File: config.mk
export PLATFORM = sky130hd
export DESIGN_NAME = id_stage_banked
export DESIGN_NICKNAME = d
export VERILOG_FILES = /design/src/rtl/cpu_pkg.sv /design/src/rtl/rf_bank.sv /design/src/rtl/id_stage_banked.sv
export SDC_FILE = /design/constraint.sdc
export NUM_CORES = 2
export LEC_CHECK = 0
export BUFFER_PORTS_ARGS = -buffer_cell sky130_fd_sc_hd__buf_2
export CORE_ASPECT_RATIO = 0.6
export CORE_UTILIZATION = 55
export CTS_CLUSTER_DIAMETER = 150
export CTS_CLUSTER_SIZE = 40
export DETAILED_ROUTE_END_ITERATION = 12
export GPL_ROUTABILITY_DRIVEN = 0
export PLACE_DENSITY = 0.81
export REMOVE_ABC_BUFFERS = 1
export SLEW_MARGIN = 5
export SYNTH_ARGS = -nofsm -noshare
export SYNTH_HDL_FRONTEND = slang
export SYNTH_SLANG_ARGS = --single-unit
File: constraint.sdc
create_clock -name clk -period 5.6 [get_ports clk]
set_clock_uncertainty 0.05 [all_clocks]
set_input_delay 0.28 -clock clk [delete_from_list [all_inputs] [get_ports clk]]
set_output_delay 0.28 -clock clk [all_outputs]
set_load 0.02 [all_outputs]
File: src/rtl/cpu_pkg.sv
// Shared pipeline definitions: opcode constants, data-path width and the ID/EX bundle.
package cpu_pkg;

    localparam int XLEN = 32;

    localparam logic [5:0] ANDI_OP = 6'h0C;
    localparam logic [5:0] ORI_OP  = 6'h0D;
    localparam logic [5:0] XORI_OP = 6'h0E;
    localparam logic [5:0] TRAP_OP = 6'h1A;

    typedef struct packed {
        logic            valid;
        logic [XLEN-1:0] rs;
        logic [XLEN-1:0] rt;
        logic [XLEN-1:0] imm;
        logic [XLEN-1:0] pc_8;
        logic [4:0]      rs_field;
        logic [4:0]      rt_field;
        logic [4:0]      rd_field;
    } id_ex_t;

    // Logical immediates are zero-extended; everything else sign-extends.
    function automatic logic is_zext_op(input logic [5:0] op);
        return (op == ANDI_OP) || (op == ORI_OP) || (op == XORI_OP);
    endfunction

endpackage

File: src/rtl/rf_bank.sv
// One general-register bank: NREG x XLEN, two read ports, one write port, r0 hard-wired to zero.
module rf_bank #(
    parameter int XLEN = 32,
    parameter int NREG = 32,
    parameter int AW   = $clog2(NREG)
) (
    input  logic            clk,
    input  logic            reset,
    input  logic            we,
    input  logic [AW-1:0]   wr_addr,
    input  logic [XLEN-1:0] wr_data,
    input  logic [AW-1:0]   rd_addr_a,
    input  logic [AW-1:0]   rd_addr_b,
    output logic [XLEN-1:0] rd_data_a,
    output logic [XLEN-1:0] rd_data_b
);

    logic [XLEN-1:0] mem [NREG];

    always_ff @(posedge clk) begin
        if (!reset) begin
            for (int i = 0; i < NREG; i++) mem[i] <= '0;
        end else if (we && (wr_addr != '0)) begin
            mem[wr_addr] <= wr_data;
        end
    end

    assign rd_data_a = (rd_addr_a == '0) ? '0 : mem[rd_addr_a];
    assign rd_data_b = (rd_addr_b == '0) ? '0 : mem[rd_addr_b];

endmodule

File: src/rtl/id_stage_banked.sv
// Banked decode stage with branch-operand forwarding and the ID/EX pipeline register.
// ID_BANK_SWITCH_EN enables NBANK mode-selected banks; without it a single bank is built.
module id_stage_banked #(
    parameter int XLEN  = cpu_pkg::XLEN,
    parameter int NREG  = 32,
    parameter int NBANK = 2,
    parameter int AW    = $clog2(NREG),
    parameter int BW    = (NBANK > 1) ? $clog2(NBANK) : 1
) (
    input  logic            clk,
    input  logic            reset,
    input  logic [31:0]     ins,
    input  logic [XLEN-1:0] pc_4_in,
    input  logic            valid_in,
    input  logic [BW-1:0]   bank_sel,
    input  logic            wr_n,
    input  logic [BW-1:0]   wr_bank,
    input  logic [AW-1:0]   wr_addr,
    input  logic [XLEN-1:0] wr_data,
    input  logic            fwd_c,
    input  logic            fwd_d,
    input  logic [XLEN-1:0] ex_mem_data,
    input  logic            stall,
    input  logic            flush,
    output logic [XLEN-1:0] rs_fwd,
    output logic [XLEN-1:0] rt_fwd,
    output logic [XLEN-1:0] branch,
    output logic [27:0]     offset28,
    output logic [XLEN-1:0] rs_q,
    output logic [XLEN-1:0] rt_q,
    output logic [XLEN-1:0] imm_q,
    output logic [XLEN-1:0] pc_8_q,
    output logic [4:0]      rs_field_q,
    output logic [4:0]      rt_field_q,
    output logic [4:0]      rd_field_q,
    output logic [BW-1:0]   bank_q,
    output logic            valid_q
);
    import cpu_pkg::*;

`ifdef ID_BANK_SWITCH_EN
    localparam int NB = NBANK;
`else
    localparam int NB = 1;
`endif

    logic [AW-1:0]   rs_addr, rt_addr;
    logic [XLEN-1:0] rd_a [NB];
    logic [XLEN-1:0] rd_b [NB];
    logic [XLEN-1:0] rs_rd, rt_rd, rs_byp, rt_byp, imm;
    logic [BW-1:0]   bank_cap, bank_r;
    logic            bank_hit_rd, bank_hit_q, wr_en;
    id_ex_t          id_ex;

    assign rs_addr = ins[21 +: AW];
    assign rt_addr = ins[16 +: AW];
    assign wr_en   = !wr_n;

    for (genvar g = 0; g < NB; g++) begin : g_bank
        logic bank_we;
`ifdef ID_BANK_SWITCH_EN
        assign bank_we = wr_en && (wr_bank == BW'(g));
`else
        assign bank_we = wr_en;
`endif
        rf_bank #(.XLEN(XLEN), .NREG(NREG), .AW(AW)) u_rf_bank (
            .clk       (clk),
            .reset     (reset),
            .we        (bank_we),
            .wr_addr   (wr_addr),
            .wr_data   (wr_data),
            .rd_addr_a (rs_addr),
            .rd_addr_b (rt_addr),
            .rd_data_a (rd_a[g]),
            .rd_data_b (rd_b[g])
        );
    end

`ifdef ID_BANK_SWITCH_EN
    assign rs_rd       = rd_a[bank_sel];
    assign rt_rd       = rd_b[bank_sel];
    assign bank_hit_rd = (wr_bank == bank_sel);
    assign bank_hit_q  = (wr_bank == bank_r);
    assign bank_cap    = bank_sel;
`else
    logic unused_bank;
    assign unused_bank = ^{bank_sel, wr_bank};
    assign rs_rd       = rd_a[0];
    assign rt_rd       = rd_b[0];
    assign bank_hit_rd = 1'b1;
    assign bank_hit_q  = 1'b1;
    assign bank_cap    = '0;
`endif

    // Write-through so a same-cycle write-back is seen by this decode.
    assign rs_byp = (wr_en && bank_hit_rd && (wr_addr == rs_addr) && (rs_addr != '0)) ? wr_data : rs_rd;
    assign rt_byp = (wr_en && bank_hit_rd && (wr_addr == rt_addr) && (rt_addr != '0)) ? wr_data : rt_rd;

    assign rs_fwd = fwd_c ? ex_mem_data : rs_byp;
    assign rt_fwd = fwd_d ? ex_mem_data : rt_byp;

    assign imm      = is_zext_op(ins[31:26]) ? {{(XLEN-16){1'b0}}, ins[15:0]}
                                             : {{(XLEN-16){ins[15]}}, ins[15:0]};
    assign branch   = (imm << 2) + pc_4_in;
    assign offset28 = {ins[25:0], 2'b00};

    always_ff @(posedge clk) begin
        if (!reset) begin
            id_ex  <= '0;
            bank_r <= '0;
        end else if (flush) begin
            id_ex  <= '0;
            bank_r <= '0;
        end else if (stall) begin
            // Held instruction must not keep an operand that write-back just replaced.
            if (wr_en && bank_hit_q && (wr_addr != '0) && (5'(wr_addr) == id_ex.rs_field))
                id_ex.rs <= wr_data;
            if (wr_en && bank_hit_q && (wr_addr != '0) && (5'(wr_addr) == id_ex.rt_field))
                id_ex.rt <= wr_data;
        end else begin
            id_ex.valid    <= valid_in;
            id_ex.rs       <= rs_byp;
            id_ex.rt       <= rt_byp;
            id_ex.imm      <= imm;
            id_ex.pc_8     <= pc_4_in + XLEN'(4);
            id_ex.rs_field <= ins[25:21];
            id_ex.rt_field <= ins[20:16];
            id_ex.rd_field <= ins[15:11];
            bank_r         <= bank_cap;
        end
    end

    assign valid_q    = id_ex.valid;
    assign rs_q       = id_ex.rs;
    assign rt_q       = id_ex.rt;
    assign imm_q      = id_ex.imm;
    assign pc_8_q     = id_ex.pc_8;
    assign rs_field_q = id_ex.rs_field;
    assign rt_field_q = id_ex.rt_field;
    assign rd_field_q = id_ex.rd_field;
    assign bank_q     = bank_r;

endmodule

## Yosys cells after proc, flatten, opt, wreduce, memory -nomap -nowiden

Memories as Yosys holds them, arrays and structs flattened.
Index checks and enable logic that the tools add are counted.

- Register bits: 144
- Word-level logic and storage cells: 55
- ROM bits: 0
- Bits in writable memories: 1024
- Output and inout bits: 269
- Bits in latches: 0
- Input port bits: 143
- Memories: 1

Memories:

| name | depth | bits a word | rd ports | clocked after Yosys merged registers in | write ports | line | text |
|---|---|---|---|---|---|---|---|
| g_bank[0].u_rf_bank.mem | 32 | 32 | 2 | 0 | 32 | rf_bank.sv:18 | `logic [XLEN-1:0] mem [NREG];` |

- Add/sub/neg operators: 2
- Shift-type cells: 0
- Multiplexer cells: 17
- Reductions and logical operators: 17
- Equal/unequal tests: 9
- Bitwise operators: 1
- Multiply operators: 0
- $lt $le $gt $ge: 0
- Div/mod/pow operators: 0

Operators by type and width:

| cell | number |
|---|---|
| two-way mux 32 bit | 10 |
| two-way mux 64 bit | 1 |
| adder 32 x 3 -> 32 bit, second input constant | 1 |
| adder 32 bit | 1 |
| OR reduction 32 bit | 1 |
| equality test 5 bit | 4 |
| equality test 6 x 4 -> 1 bit, second input constant | 3 |
| nonzero test 5 bit | 3 |
| zero test 5 bit | 2 |
| logical AND 1 bit | 7 |
| two-way mux 1 bit | 5 |
| two-way mux 5 bit | 1 |
| inequality test 2 x 1 -> 1 bit, second input constant | 2 |
| logical OR 1 bit | 2 |
| OR reduction 2 bit | 1 |
| zero test 1 bit | 1 |
| inverter 1 bit | 1 |

## Logic depth before layout (Yosys ltp)

- Depth after elaboration: 7
- Gate-level depth with buffers: 11
- Gate-level depth less buffers: 11

## Hierarchy

A second synthesis with hierarchy kept.

- Cells, all modules: 4513
- Area total of the unflattened synthesis: 63239.4 um2

By module, submodules not included:

| module | cells each | instances | area each (um2) |
|---|---|---|---|
| rf_bank | 3509 | 1 | 54204.5 |
| id_stage_banked | 1004 | 1 | 9034.9 |

## Worst setup path before layout

No wires, ideal clock.

- Kind: input to register
- Start point: input reset
- End point: memory g_bank[0].u_rf_bank.mem[25][0], enable pin
- Path buffers: 2
- Data required time: 5.084 ns
- Arrival: 3.859 ns
- Slack: 1.225 ns
- Stages on the path: 5
- Path through: inv_1 > or4_1 > clkbuf_1 > clkbuf_1 > o21ai_0

RTL lines:

| item | line | text |
|---|---|---|
| start: declaration | id_stage_banked.sv:11 | `input logic reset,` |
| end: declaration | rf_bank.sv:18 |  |

## Worst setup path in the final report

- Start point: input ins[15]
- End point: output branch[26]

- Longest elaborated chain between the ends: 2

Ends and longest elaborated chain:

| item | line | text |
|---|---|---|
| start: declaration | id_stage_banked.sv:12 | `input logic [31:0] ins,` |
| two-way mux 32 bit | id_stage_banked.sv:102 | `assign imm = is_zext_op(ins[31:26]) ? {{(XLEN-16){1'b0}}, ins[15:0]}` |
| via imm[16] | id_stage_banked.sv:50 | `logic [XLEN-1:0] rs_rd, rt_rd, rs_byp, rt_byp, imm;` |
| adder 32 bit | id_stage_banked.sv:104 | `assign branch = (imm << 2) + pc_4_in;` |
| end: declaration | id_stage_banked.sv:27 | `output logic [XLEN-1:0] branch,` |

The timed path passes the listed nets, and every way through them passes these cells.

==> results.md <==
* Status: finished, final reports clean
* Num rows at 95
* Period utilisation layout at 0.8151
* Total gr overflow at 0
* Top Family by Delay on Critical Path: simple AND/OR/NAND/NOR gates
* Worst path slowest cell: nor2b_1
* Max Fclk at 219.1 MHz
* CTS sink count at 1148
* Sequential share of power at 0.588
* Clk slew on worst S/H paths at approximately 0.15 ns
* Hold WC Path Type: primary input to register
* Initial antenna violation count at 16
* Crit path cell chain: dlygate4sd3_1 -> buf_2 -> nor2b_1 -> ha_1 -> and3_1 -> nand4_1 -> a31oi_1 -> nand2_1 -> o41a_1 -> nor2b_1 -> xnor2_1 -> buf_2
* DRC viols at 0
* CTS tree: yes
* Area leader, netlist: edfxtp_1
* Wire per inst at 33.11 um
* Internal power at around 12 mW
* Cell Pwr Density at 250.8 nW/um2
* FF-to-FF path depth at 6
* Detailed Place HPWL at 121600 um
* Actual slew at the worst max-slew pin at 1.408 ns
* Port bufs at 406
* H-tree Lvls at 2
* Startpoint types: primary input
* Max Slew Vio Count at 0
* Synthesized area per cell at about 15 um2
* Pin count of the biggest net entering global routing at 117
* Setup TNS Final at 0 ns
* Seq/Total Area, Yosys at 0.5295
* Largest cells by area after synthesis: edfxtp_1 49%, mux4_2 23%, and2_1 9.9%
* CP peak stage delay at around 1.0 ns
* Element type at the critical path end: output pin
* Clock network fraction of total power at 0.225
* Crit Path Max Fanout at 15
* Share of cells above drive strength 1 at 0.3005
* Die area at 115500 um2
* Yosys cell types at 53
* Initial Utilization at 0.5575
* WS Path Type: primary input to output pin
* Combinational share of power at 0.187
* Most common flop cell mapped by yosys: edfxtp_1
* Sw power at 4.670 mW
* Crit path buf inv count at 3
* Sw frac at 0.2747
* Synthesized area at 62760 um2
* Yosys top cell area share at 0.4900
* Yosys warnings at 0
* Setup violators final at 0
* Number of synthesized flops with an enable pin at 1024
* Top Ports at 412
* Worst hold path depth at 5
* Worst vdd ir at 0.0002039 V
* Req. time, crit path at 5.27 ns
* Worst-case clock buffer depth at 3
* RSZ-0062 raised after global routing: no
* Post-route ant nets at 0
* Number of gates resized after cts at 0
* Syn Inst Count at 4245
* WL final at a little under 200000 um
* Vias per cell at ~6.9
* Nets at about 4600
* Max Cap Violations at 0
* CTS root buf: clkbuf_16
* Vias in the first global route at 39590
* Area after DPL at 66300 um2
* Fin area at 67790 um2
* Die height at 263.7 um
* Clk Latency, worst-skew pair at approximately 0.67 ns
* Static Leak at 24.13 nW
* Hold Fails Final Rpt at 0
* Synthesized flop and latch total at 1148
* Cts bufs inserted at 34
* Post-synth top cells: 1024 x edfxtp_1, 994 x and2_1, 640 x mux4_2
* Core Region at 112600 um2
* First-pass GRT wire length at 279900 um
* Stages on worst setup path at 12
* 1st-pass router iterations at 7
* Via count at 41140
* Max_slew headroom at 0.05915
* Area growth syn-to-layout at 8.029%
* Die width at 438.1 um
* Count leader, synth: edfxtp_1
* Critical Path AT at 4.23 ns
* Final Critical Period at 4.565 ns
* Async S/R FF share, synth at 0
* Initial DRC Count at around 7400
* GRT Resource Usage Total at 0.3376
-- worst min-delay path: cells and delay by family --
| kind | cells | cell delay [ns] |
|---|---|---|
| compound gates | 1 | 0.05 |
| simple gates | 2 | 0.16 |
| buf+inv | 1 | 0.14 |
| xor+xnor | 1 | 0.08 |
-- placed cells by master (no fill, tap or decap), types with 9 or more instances in the layout --
| master | netlist | layout |
|---|---|---|
| a211oi_1 | 70 | 70 |
| a21o_1 | 11 | 10 |
| a21oi_1 | 41 | 41 |
| and2_1 | 994 | 994 |
| and3_1 | 9 | 9 |
| buf_12 | 0 | 14 |
| buf_2 | 44 | 395 |
| buf_4 | 83 | 103 |
| clkbuf_1 | 296 | 24 |
| clkbuf_16 | 0 | 35 |
| conb_1 | 1 | 35 |
| dfxtp_1 | 124 | 124 |
| dlygate4sd3_1 | 0 | 46 |
| edfxtp_1 | 1024 | 1024 |
| ha_1 | 30 | 30 |
| inv_1 | 19 | 17 |
| mux2_2 | 64 | 64 |
| mux2i_1 | 167 | 167 |
| mux4_2 | 640 | 640 |
| nand2_1 | 92 | 92 |
| nand3_1 | 28 | 26 |
| nor2_1 | 200 | 169 |
| nor2_4 | 0 | 31 |
| nor3_1 | 10 | 10 |
| o21ai_0 | 44 | 13 |
| o21ai_1 | 66 | 66 |
| o21ai_4 | 0 | 31 |
| xnor2_1 | 40 | 40 |
| xor2_1 | 30 | 30 |
-- final timing paths --
path / slack (ns) / endpoint / start
max reg2reg: 3.26 / rs_q[12] / g_bank[0].u_rf_bank.mem[11][12]
min: 0.03 / pc_8_q[5] / pc_4_in[5]
min reg2reg: 0.45 / pc_8_q[8] / pc_8_q[8]
max: 1.04 / branch[26] / ins[15]
-- logic make-up after synthesis --
logic type | count (synthesis) | share of synthesized area
AO/OA/AOI/OAI | 265 | 0.02626
AND/OR/NAND/NOR | 1368 | 0.1243
buffers and inverters | 491 | 0.03593
flip-flops | 1148 | 0.5295
other | 1 | 0.00005976
adder cells (fa/ha/maj) | 31 | 0.006300
multiplexers | 871 | 0.2678
XOR/XNOR | 70 | 0.009770
-- through the flow --
stage                     power (mW)  std cells    util  setup slack [ns]  hold WS, ns
after floorplan                11.87       3808       -         -0.002277       0.3256
after global placement         13.15       5828  0.5890             1.676       0.4148
after detailed placement       13.25       5828  0.5890             1.651       0.4234
after CTS                      16.90       5935  0.6019             1.198     0.008623
after global routing           17.37       5941  0.6022            0.8316      0.08149
final                          17.00       5943  0.6023             1.035      0.03216
-- layout make-up --
| cell class | count | area (um2) |
|---|---|---|
| Antenna cell | 7 | 17.52 |
| Sequential cell | 1148 | 33230 |
| Inverter | 20 | 80.08 |
| Clock buffer | 59 | 965.9 |
| Timing Repair Buffer | 564 | 3576 |
| Clock inverter | 2 | 25.02 |
| Fill cell | 8180 | 44770 |
| Multi-Input combinational cell | 2640 | 28020 |
| Tap cell | 1503 | 1881 |
-- state kept, by name, indices dropped and copies added (netlist names) --
signal	count
rs_q	32
pc_8_q	32
g_bank.u_rf_bank.mem	1024
rt_q	32
imm_q	17
rs_field_q	5
rt_field_q	5
valid_q	1
-- power groups by stage --
stage	sequential [mW]	clock [mW]	combinational, mW
after floorplan	10.2	0	1.70
after global placement	10.1	0	3.02
after detailed placement	10.2	0	3.07
after CTS	9.99	3.80	3.10
after global routing	10.1	4.03	3.29
final	10.0	3.82	3.17
-- timing repair --
| action | 4_1_cts | 5_1_grt |
|---|---|---|
| buffers inserted | 0 | 0 |
| hold buffers | 46 | 0 |
| endpoints found under the hold margin | 45 | 0 |
-- layer usage --
layer / vias to the layer above / global-route usage / routed length (um)
met3: 493 / 0.1401 / 35500
met5: - / 0 / 29
met2: 3682 / 0.4786 / 84160
met1: 20620 / 0.4788 / 70540
li1: 16340 / - / -
met4: 4 / 0.09705 / 6535
Note: power is estimated with default switching activity, not from simulation.
